[src/rtl/ofmap_drain_controller_pkg.sv]
// Shared encodings for the ofmap drain path: FSM state codes and lane-index sizing.
package ofmap_drain_controller_pkg;

  localparam int         STATE_W  = 2;
  localparam logic [1:0] ST_IDLE  = 2'd0;
  localparam logic [1:0] ST_DRAIN = 2'd1;
  localparam logic [1:0] ST_FLUSH = 2'd2;

  // Entries the skid FIFO can hold; also the cap on occupancy + reads in flight.
  localparam int FIFO_DEPTH = 2;

  // Width of the lane index; a single-lane build still needs one bit.
  function automatic int lane_idx_w(input int array_width);
    return (array_width > 1) ? $clog2(array_width) : 1;
  endfunction

endpackage

[src/rtl/ofmap_drain_controller_skid_fifo.sv]
// Two-entry FIFO that absorbs accumulation-buffer read data while the
// serializer is still walking the lanes of the previous entry.
module ofmap_skid_fifo #(
  parameter int DATA_W = 128
) (
  input  logic              clk,
  input  logic              rst,
  input  logic              push_i,
  input  logic [DATA_W-1:0] data_i,
  input  logic              pop_i,
  output logic [DATA_W-1:0] head_o,
  output logic [1:0]        count_o
);

  logic [DATA_W-1:0] mem_q [2];
  logic              wr_ptr_q;
  logic              rd_ptr_q;
  logic [1:0]        count_q;

  // Storage carries no reset; validity is tracked by the count alone.
  always_ff @(posedge clk) begin
    if (push_i) mem_q[wr_ptr_q] <= data_i;
  end

  // Pointer and occupancy bookkeeping; the caller never pushes when full or pops when empty.
  always_ff @(posedge clk) begin
    if (rst) begin
      wr_ptr_q <= 1'b0;
      rd_ptr_q <= 1'b0;
      count_q  <= 2'd0;
    end else begin
      if (push_i) wr_ptr_q <= ~wr_ptr_q;
      if (pop_i)  rd_ptr_q <= ~rd_ptr_q;
      count_q <= count_q + {1'b0, push_i} - {1'b0, pop_i};
    end
  end

  assign head_o  = mem_q[rd_ptr_q];
  assign count_o = count_q;

endmodule

[src/rtl/ofmap_drain_controller.sv]
// Drains one tile of accumulation-buffer entries and serializes each entry's
// lanes onto a single valid/ready element stream.
module ofmap_drain_controller
  import ofmap_drain_controller_pkg::*;
#(
  parameter int OFMAP_WIDTH           = 32,
  parameter int ARRAY_WIDTH           = 4,
  parameter int OFMAP_BANK_ADDR_WIDTH = 8
) (
  input  logic                               clk,
  input  logic                               rst,
  input  logic [OFMAP_BANK_ADDR_WIDTH-1:0]   ofmap_max_adr_c,
  input  logic                               ofmap_db_empty_n,
  output logic                               ofmap_wb_ren,
  output logic [OFMAP_BANK_ADDR_WIDTH-1:0]   ofmap_wb_radr,
  input  logic [OFMAP_WIDTH*ARRAY_WIDTH-1:0] ofmap_wb_rdata,
  output logic [OFMAP_WIDTH-1:0]             ofmap_dout,
  output logic                               ofmap_vld,
  input  logic                               ofmap_rdy,
  output logic                               tile_done,
  output logic                               busy
);

  localparam int LANE_W  = lane_idx_w(ARRAY_WIDTH);
  localparam int ENTRY_W = OFMAP_WIDTH * ARRAY_WIDTH;
  localparam logic [LANE_W-1:0] LANE_LAST = LANE_W'(ARRAY_WIDTH - 1);

  logic [STATE_W-1:0]               state_q, state_d;
  logic [OFMAP_BANK_ADDR_WIDTH-1:0] addr_q, addr_d;
  logic [OFMAP_BANK_ADDR_WIDTH-1:0] tile_max_q, tile_max_d;
  logic [LANE_W-1:0]                lane_q, lane_d;
  logic                             inflight_q;
  logic                             tile_done_q, tile_done_d;

  logic [ENTRY_W-1:0]                         fifo_head;
  logic [ARRAY_WIDTH-1:0][OFMAP_WIDTH-1:0]    head_lanes;
  logic [1:0]                                 fifo_cnt;
  logic                                       ren;
  logic                                       xfer;
  logic                                       pop;

  // Read only while the bank has data and the FIFO can take every read already issued.
  assign ren  = (state_q == ST_DRAIN) && ofmap_db_empty_n &&
                ((fifo_cnt + {1'b0, inflight_q}) < 2'(FIFO_DEPTH));
  assign xfer = ofmap_vld && ofmap_rdy;
  assign pop  = xfer && (lane_q == LANE_LAST);

  ofmap_skid_fifo #(
    .DATA_W (ENTRY_W)
  ) u_fifo (
    .clk     (clk),
    .rst     (rst),
    .push_i  (inflight_q),
    .data_i  (ofmap_wb_rdata),
    .pop_i   (pop),
    .head_o  (fifo_head),
    .count_o (fifo_cnt)
  );

  // Tile sequencing: latch the bound on entry, walk addresses, then wait for the FIFO to drain.
  always_comb begin
    state_d     = state_q;
    addr_d      = addr_q;
    tile_max_d  = tile_max_q;
    tile_done_d = 1'b0;
    case (state_q)
      ST_IDLE: begin
        if (ofmap_db_empty_n) begin
          state_d    = ST_DRAIN;
          tile_max_d = ofmap_max_adr_c;
          addr_d     = '0;
        end
      end
      ST_DRAIN: begin
        if (ren) begin
          addr_d = addr_q + OFMAP_BANK_ADDR_WIDTH'(1);
          if (addr_q == tile_max_q) state_d = ST_FLUSH;
        end
      end
      ST_FLUSH: begin
        // Empty FIFO with nothing in flight means the last element has left.
        if ((fifo_cnt == 2'd0) && !inflight_q) begin
          state_d     = ST_IDLE;
          tile_done_d = 1'b1;
        end
      end
      default: state_d = ST_IDLE;
    endcase
  end

  // Lane pointer advances on every transfer and wraps when the head entry is popped.
  always_comb begin
    lane_d = lane_q;
    if (xfer) lane_d = (lane_q == LANE_LAST) ? '0 : lane_q + LANE_W'(1);
  end

  // State registers; reset also drops any read in flight so its data is never captured.
  always_ff @(posedge clk) begin
    if (rst) begin
      state_q     <= ST_IDLE;
      addr_q      <= '0;
      tile_max_q  <= '0;
      lane_q      <= '0;
      inflight_q  <= 1'b0;
      tile_done_q <= 1'b0;
    end else begin
      state_q     <= state_d;
      addr_q      <= addr_d;
      tile_max_q  <= tile_max_d;
      lane_q      <= lane_d;
      inflight_q  <= ren;
      tile_done_q <= tile_done_d;
    end
  end

  assign head_lanes    = fifo_head;
  assign ofmap_vld     = (fifo_cnt != 2'd0);
  assign ofmap_dout    = ofmap_vld ? head_lanes[lane_q] : '0;
  assign ofmap_wb_ren  = ren;
  assign ofmap_wb_radr = addr_q;
  assign tile_done     = tile_done_q;
  assign busy          = (state_q != ST_IDLE);

endmodule

[config.mk]
export PLATFORM = sky130hd
export DESIGN_NAME = ofmap_drain_controller
export DESIGN_NICKNAME = d
export VERILOG_FILES = /design/src/rtl/ofmap_drain_controller_pkg.sv /design/src/rtl/ofmap_drain_controller_skid_fifo.sv /design/src/rtl/ofmap_drain_controller.sv
export SDC_FILE = /design/constraint.sdc
export NUM_CORES = 1
export LEC_CHECK = 0
export ABC_AREA = 1
export ABC_CLOCK_PERIOD_IN_PS = 16180
export BUFFER_PORTS_ARGS = -buffer_cell sky130_fd_sc_hd__buf_2
export CORE_MARGIN = 2
export CORE_UTILIZATION = 50
export CTS_CLUSTER_SIZE = 10
export DETAILED_ROUTE_END_ITERATION = 6
export HOLD_SLACK_MARGIN = 0.15
export PLACE_DENSITY = 0.81
export SLEW_MARGIN = 20
export SYNTH_ARGS = -nofsm -noshare
export SYNTH_HDL_FRONTEND = slang
export SYNTH_SLANG_ARGS = --single-unit
[constraint.sdc]
create_clock -name clk -period 16.18 [get_ports clk]
set_input_delay 3.236 -clock clk [delete_from_list [all_inputs] [get_ports clk]]
set_output_delay 3.236 -clock clk [all_outputs]
set_load 0.01 [all_outputs]
* After elaboration in Yosys (flattened, before gate mapping)
Memory sizes are Yosys's and may differ from the RTL's. A register that Yosys moved wholly into a read port is not among the register bits.
Cells that the tools add are included.
** Word-level totals
- Flip-flop bits (word level) :: 26
- RAM bits :: 256
- Output and inout bits :: 44
- Memories :: 1
** Memory list
- u_fifo.mem_q :: depth 2, width 128, rd ports 1, clocked after Yosys merged registers in 1, wr ports 1, RTL line ofmap_drain_controller_skid_fifo.sv:15 : logic [DATA_W-1:0] mem_q [2];
** Cells by class
- $add $sub $neg :: 4
- $lt $le $gt $ge :: 2
- Eq/ne operators :: 8
- Muxes and demuxes :: 17
- Bitwise operators :: 3
- Reduce and logical (&&, ||, !) cells :: 15
** Operator list (number)
- $bmux 32 s2 :: 1
- $mux 32 :: 2
- $mux 8 :: 2
- $pmux 8 s2 :: 1
- $mux 2 :: 5
- $add 8x1->8 const B :: 1
- $eq 8x8->1 :: 1
- $ne 2x2->1 const B :: 3
- $pmux 2 s3 :: 1
- $reduce_bool 2->1 :: 3
- $logic_and 1x1->1 :: 5
- $mux 1 :: 5
- $eq 2x2->1 const B :: 2
- $logic_not 2->1 :: 2
- $reduce_and 4->1 :: 1
- $lt 2x3->1 const B :: 1
- $not 1->1 :: 3
- $reduce_and 3->1 :: 1
- $add 2x1->2 :: 1
- $add 2x1->2 const B :: 1
- $eq 2x1->1 const B :: 1
- $lt 2x2->1 const B :: 1
- $ne 2x1->1 const B :: 1
- $reduce_and 2->1 :: 1
- 3 further kinds :: 3

* Depth between registers and ports, before layout
- Word-level depth :: 5
- Gate-level depth with buffers :: 11
- Mapped depth without buffers :: 11

* Cells and area by module
A second synthesis with hierarchy kept.
** Second synthesis, totals
- Cell total of the unflattened synthesis :: 853
- Area, all modules :: 11791.3 µm²
** By module, submodules not included
- ofmap_skid_fifo :: times used 1, cells an instance 427, area each 9522.9 µm², seq. area each 7787.5 µm²
- ofmap_drain_controller :: times used 1, cells an instance 426, area each 2268.4 µm², seq. area each 440.4 µm²

* Worst setup path after synthesis
No wires, ideal clock.
- Path type :: input to output
- Start point :: input port ofmap_db_empty_n
- End point :: output port ofmap_wb_ren
- Data arrival time :: 3.537 ns
- Required time :: 12.944 ns
- Slack :: 9.407 ns
- Stages on the path :: 2
- Path buffers :: 0
- Cell sequence :: nand2_1 > nor2_1
** On the way
- Longest elaborated chain between the ends :: 2
** Ends and longest elaborated chain
- start, declared :: RTL line ofmap_drain_controller.sv:13 : input logic ofmap_db_empty_n,
- $logic_and 1x1->1 (2 in series) :: RTL line ofmap_drain_controller.sv:43 : assign ren = (state_q == ST_DRAIN) && ofmap_db_empty_n &&
- end, declared :: RTL line ofmap_drain_controller.sv:14 : output logic ofmap_wb_ren,
Every way passes these cells.

* Worst setup path after layout
Same ends and word-level chain as after synthesis.

==> impl_metrics.tcl <==
set metrics [dict create \
    synthDistinctLibCells 30 \
    ys_warn_count 0 \
    met1_length_mm 10.0 \
    syn_inst 974 \
    startpoint_type "input port" \
    synth_area_um2 11400 \
    cts_sinks 283 \
    p_per_area_nw_per_um2 116 \
    top_layer "met5" \
    period_needed_ns 7.04 \
    ir_drop_v 0.0000842 \
    slew_violations 0 \
    pwr-share-seq_pct 52.2 \
    synth_area_per_cell_um2 11.7 \
    synth_edf_count 256 \
    register_area_um2 8240 \
    nets 1290 \
    path_clk_slew_ns 0.05 \
    worst_ep_arrival_time_ns 3.81 \
    skew_ns 0.0147 \
    start_util_pct 50.7 \
    die_h_um 155 \
    drt_first_pass_iters 5 \
    power_frac_comb_pct 4.7 \
    finalSetupViolCount 0 \
    wirelength_mm 25.4 \
    worst_slew_pin_slew_ns 1.00 \
    hp-class "flop to flop" \
    rows 55 \
    ys_ff_latch 283 \
    globalplace.congestion 0.826 \
    die_x_um 155 \
    worstPathRequired_ns 12.94 \
    p_leak_nw 5.02 \
    p_sw_share_pct 20.5 \
    clk_path_buf_depth 3 \
    drtIter0Drc 593 \
    fmax_mhz 142 \
    synth_top_area_share_pct 67.4 \
    r2r_end "u_fifo.mem_q[0][1]$_DFFE_PP_" \
    period_share_pct 43.5 \
    synth_common_cells "287 x nor2_1, 256 x edfxtp_1, 161 x o21ai_0" \
    switchingPower_mw 0.322 \
    ys_async_sr_fraction_pct 0 \
    grt_pass1_vias 7889 \
    grt_first_pass_wirelength_mm 39.2 \
    overflow 0 \
    core_um2 22500 \
    seq_area_frac_synth_pct 72.1 \
    vias 7879 \
    synthFlopType "edfxtp_1" \
    status "finished, final reports clean" \
    multi_input_comb_area_um2 2760 \
    post_cts_buffers 0 \
    worstSetupPathType "input port to primary output" \
    tns_ns 0 \
    timing.final.ws_setup_ns 9.14 \
    final_cells 1448 \
    ctsRootBufferMaster "clkbuf_16" \
    final_layout_size_suffix_gt1_share_pct 20.9 \
    nFillCells 1715 \
    viasPerCell 5.44 \
    cp-startpoint "ofmap_db_empty_n" \
    r2r_slack_ns 13.64 \
    intPower_mw 1.25 \
    hold_depth 2 \
    syn_nets 1118 \
    numCtsBuffers 35 \
    cts_hold_buf 0 \
    synthToLayoutAreaGrowth_pct 18.0 \
    worstSetupEndpoint "ofmap_wb_ren" \
    drc 0 \
    slew_headroom_pct 33.1 \
    holdWs_ns 0.476 \
    grt_usage_pct 20.8 \
    place_ws_ns 9.14 \
    rsz0062_at_grt "false" \
    dpl_cell_area_um2 12500 \
    cts-resized-gates 0 \
    r2r_start "inflight_q$_SDFF_PP0_" \
    fin_area_um2 13500 \
    clock_latency_ns 0.50 \
    placed_cells 1394 \
    crit_path_max_fanout 4 \
    synth_largest_area_cell "edfxtp_1" \
    die_area_um2 24000 \
    grt_max_degree 114 \
    wl_met3_mm 2.05 \
    synth_most_common_cell "nor2_1" \
    hpwl_mm 15.1 \
    synth_area_leaders "edfxtp_1 67%, nor2_1 9.4%, o21ai_0 7.1%" \
    maxCapViolCount 0 \
    pin_count 184 \
    avgRoutedWirePerCell_um 17.5 \
    postRouteAntennaNets 0 \
    endpoint_kind "primary output" \
    cts_tree "done" \
    io_buffer_count 183 \
    wl_met2_mm 12.6 \
    grt_antenna_before_repair 13 \
    htreeDepth 2 \
    clockPowerShare_pct 43.1 \
    ff2ff_path_depth 4 \
    hold_violations 0 \
]
## power by group through the flow
stage / logic, mW / clock network (mW) / registers [mW]
CTS: 0.0746 / 0.687 / 0.818
global placement: 0.0709 / 0 / 0.832
detailed placement: 0.0738 / 0 / 0.832
global route: 0.0837 / 0.718 / 0.819
floorplan: 0.0386 / 0 / 0.832
finish: 0.0743 / 0.676 / 0.818
## layout make-up
cell class	count	area share, %
diodes	9	0.167
flip-flops and latches	283	61.2
clock inverters	5	0.539
well taps	285	2.65
clock buffers	40	6.64
repair buffers	191	7.27
inverters	37	1.07
multi-input cells	598	20.5
## stage by stage
stage	total power [mW]	utilization (%)
floorplan	0.871	-
global placement	0.903	55.4
detailed placement	0.906	55.4
CTS	1.58	59.7
global route	1.62	59.8
finish	1.57	59.8
## cell families after synthesis
kind of cell	after synthesis	synth area share [%]
simple gates	362	12.2
flops	283	72.1
compound gates	225	11.0
buf+inv	93	3.77
xor+xnor	7	0.537
fa+ha+maj	4	0.439
## worst max-delay path, stage by stage
cell and delay [ns]:
buf_2 0.12, nand2_1 0.08, nor2_1 0.20, buf_2 0.17
## registers in the layout, indices dropped and copies added, names as in the netlist, named ones only
signal	count
state_q	2
ofmap_wb_radr	8
inflight_q	1
u_fifo.count_o	2
u_fifo.mem_q	256
u_fifo.wr_ptr_q	1
lane_q	2
tile_done	1
tile_max_q	8
u_fifo.rd_ptr_q	1
## metal layers
| layer | track usage (%) | vias up |
|---|---|---|
| met5 | 0 | - |
| met4 | 7.89 | 8 |
| met3 | 5.85 | 66 |
| met2 | 36.0 | 294 |
| met1 | 24.8 | 3729 |
| li1 | - | 3782 |
## worst min-delay path by stage
stage / slack, ns / to / start
after floorplan: 0.44 / tile_max_q[2]$_SDFFE_PP0P_ / tile_max_q[2]$_SDFFE_PP0P_
after global placement: 0.46 / tile_max_q[6]$_SDFFE_PP0P_ / tile_max_q[6]$_SDFFE_PP0P_
after detailed placement: 0.47 / tile_max_q[2]$_SDFFE_PP0P_ / tile_max_q[2]$_SDFFE_PP0P_
after CTS: 0.48 / tile_max_q[2]$_SDFFE_PP0P_ / tile_max_q[2]$_SDFFE_PP0P_
after global routing: 0.51 / tile_max_q[2]$_SDFFE_PP0P_ / tile_max_q[2]$_SDFFE_PP0P_
final: 0.48 / tile_max_q[2]$_SDFFE_PP0P_ / tile_max_q[2]$_SDFFE_PP0P_
## layout by cell type, fill, tap and decap left out, types with 5 or more instances in the layout
cell type	count
a21oi_1	17
o21ai_1	13
inv_1	34
nand3_1	6
edfxtp_1	256
buf_2	183
buf_4	7
o32ai_1	32
clkbuf_16	35
clkbuf_1	5
nor2_1	286
dfxtp_1	24
nand2_1	61
o21ai_0	161
diode_2	9
(Power assumes the default switching activity.)
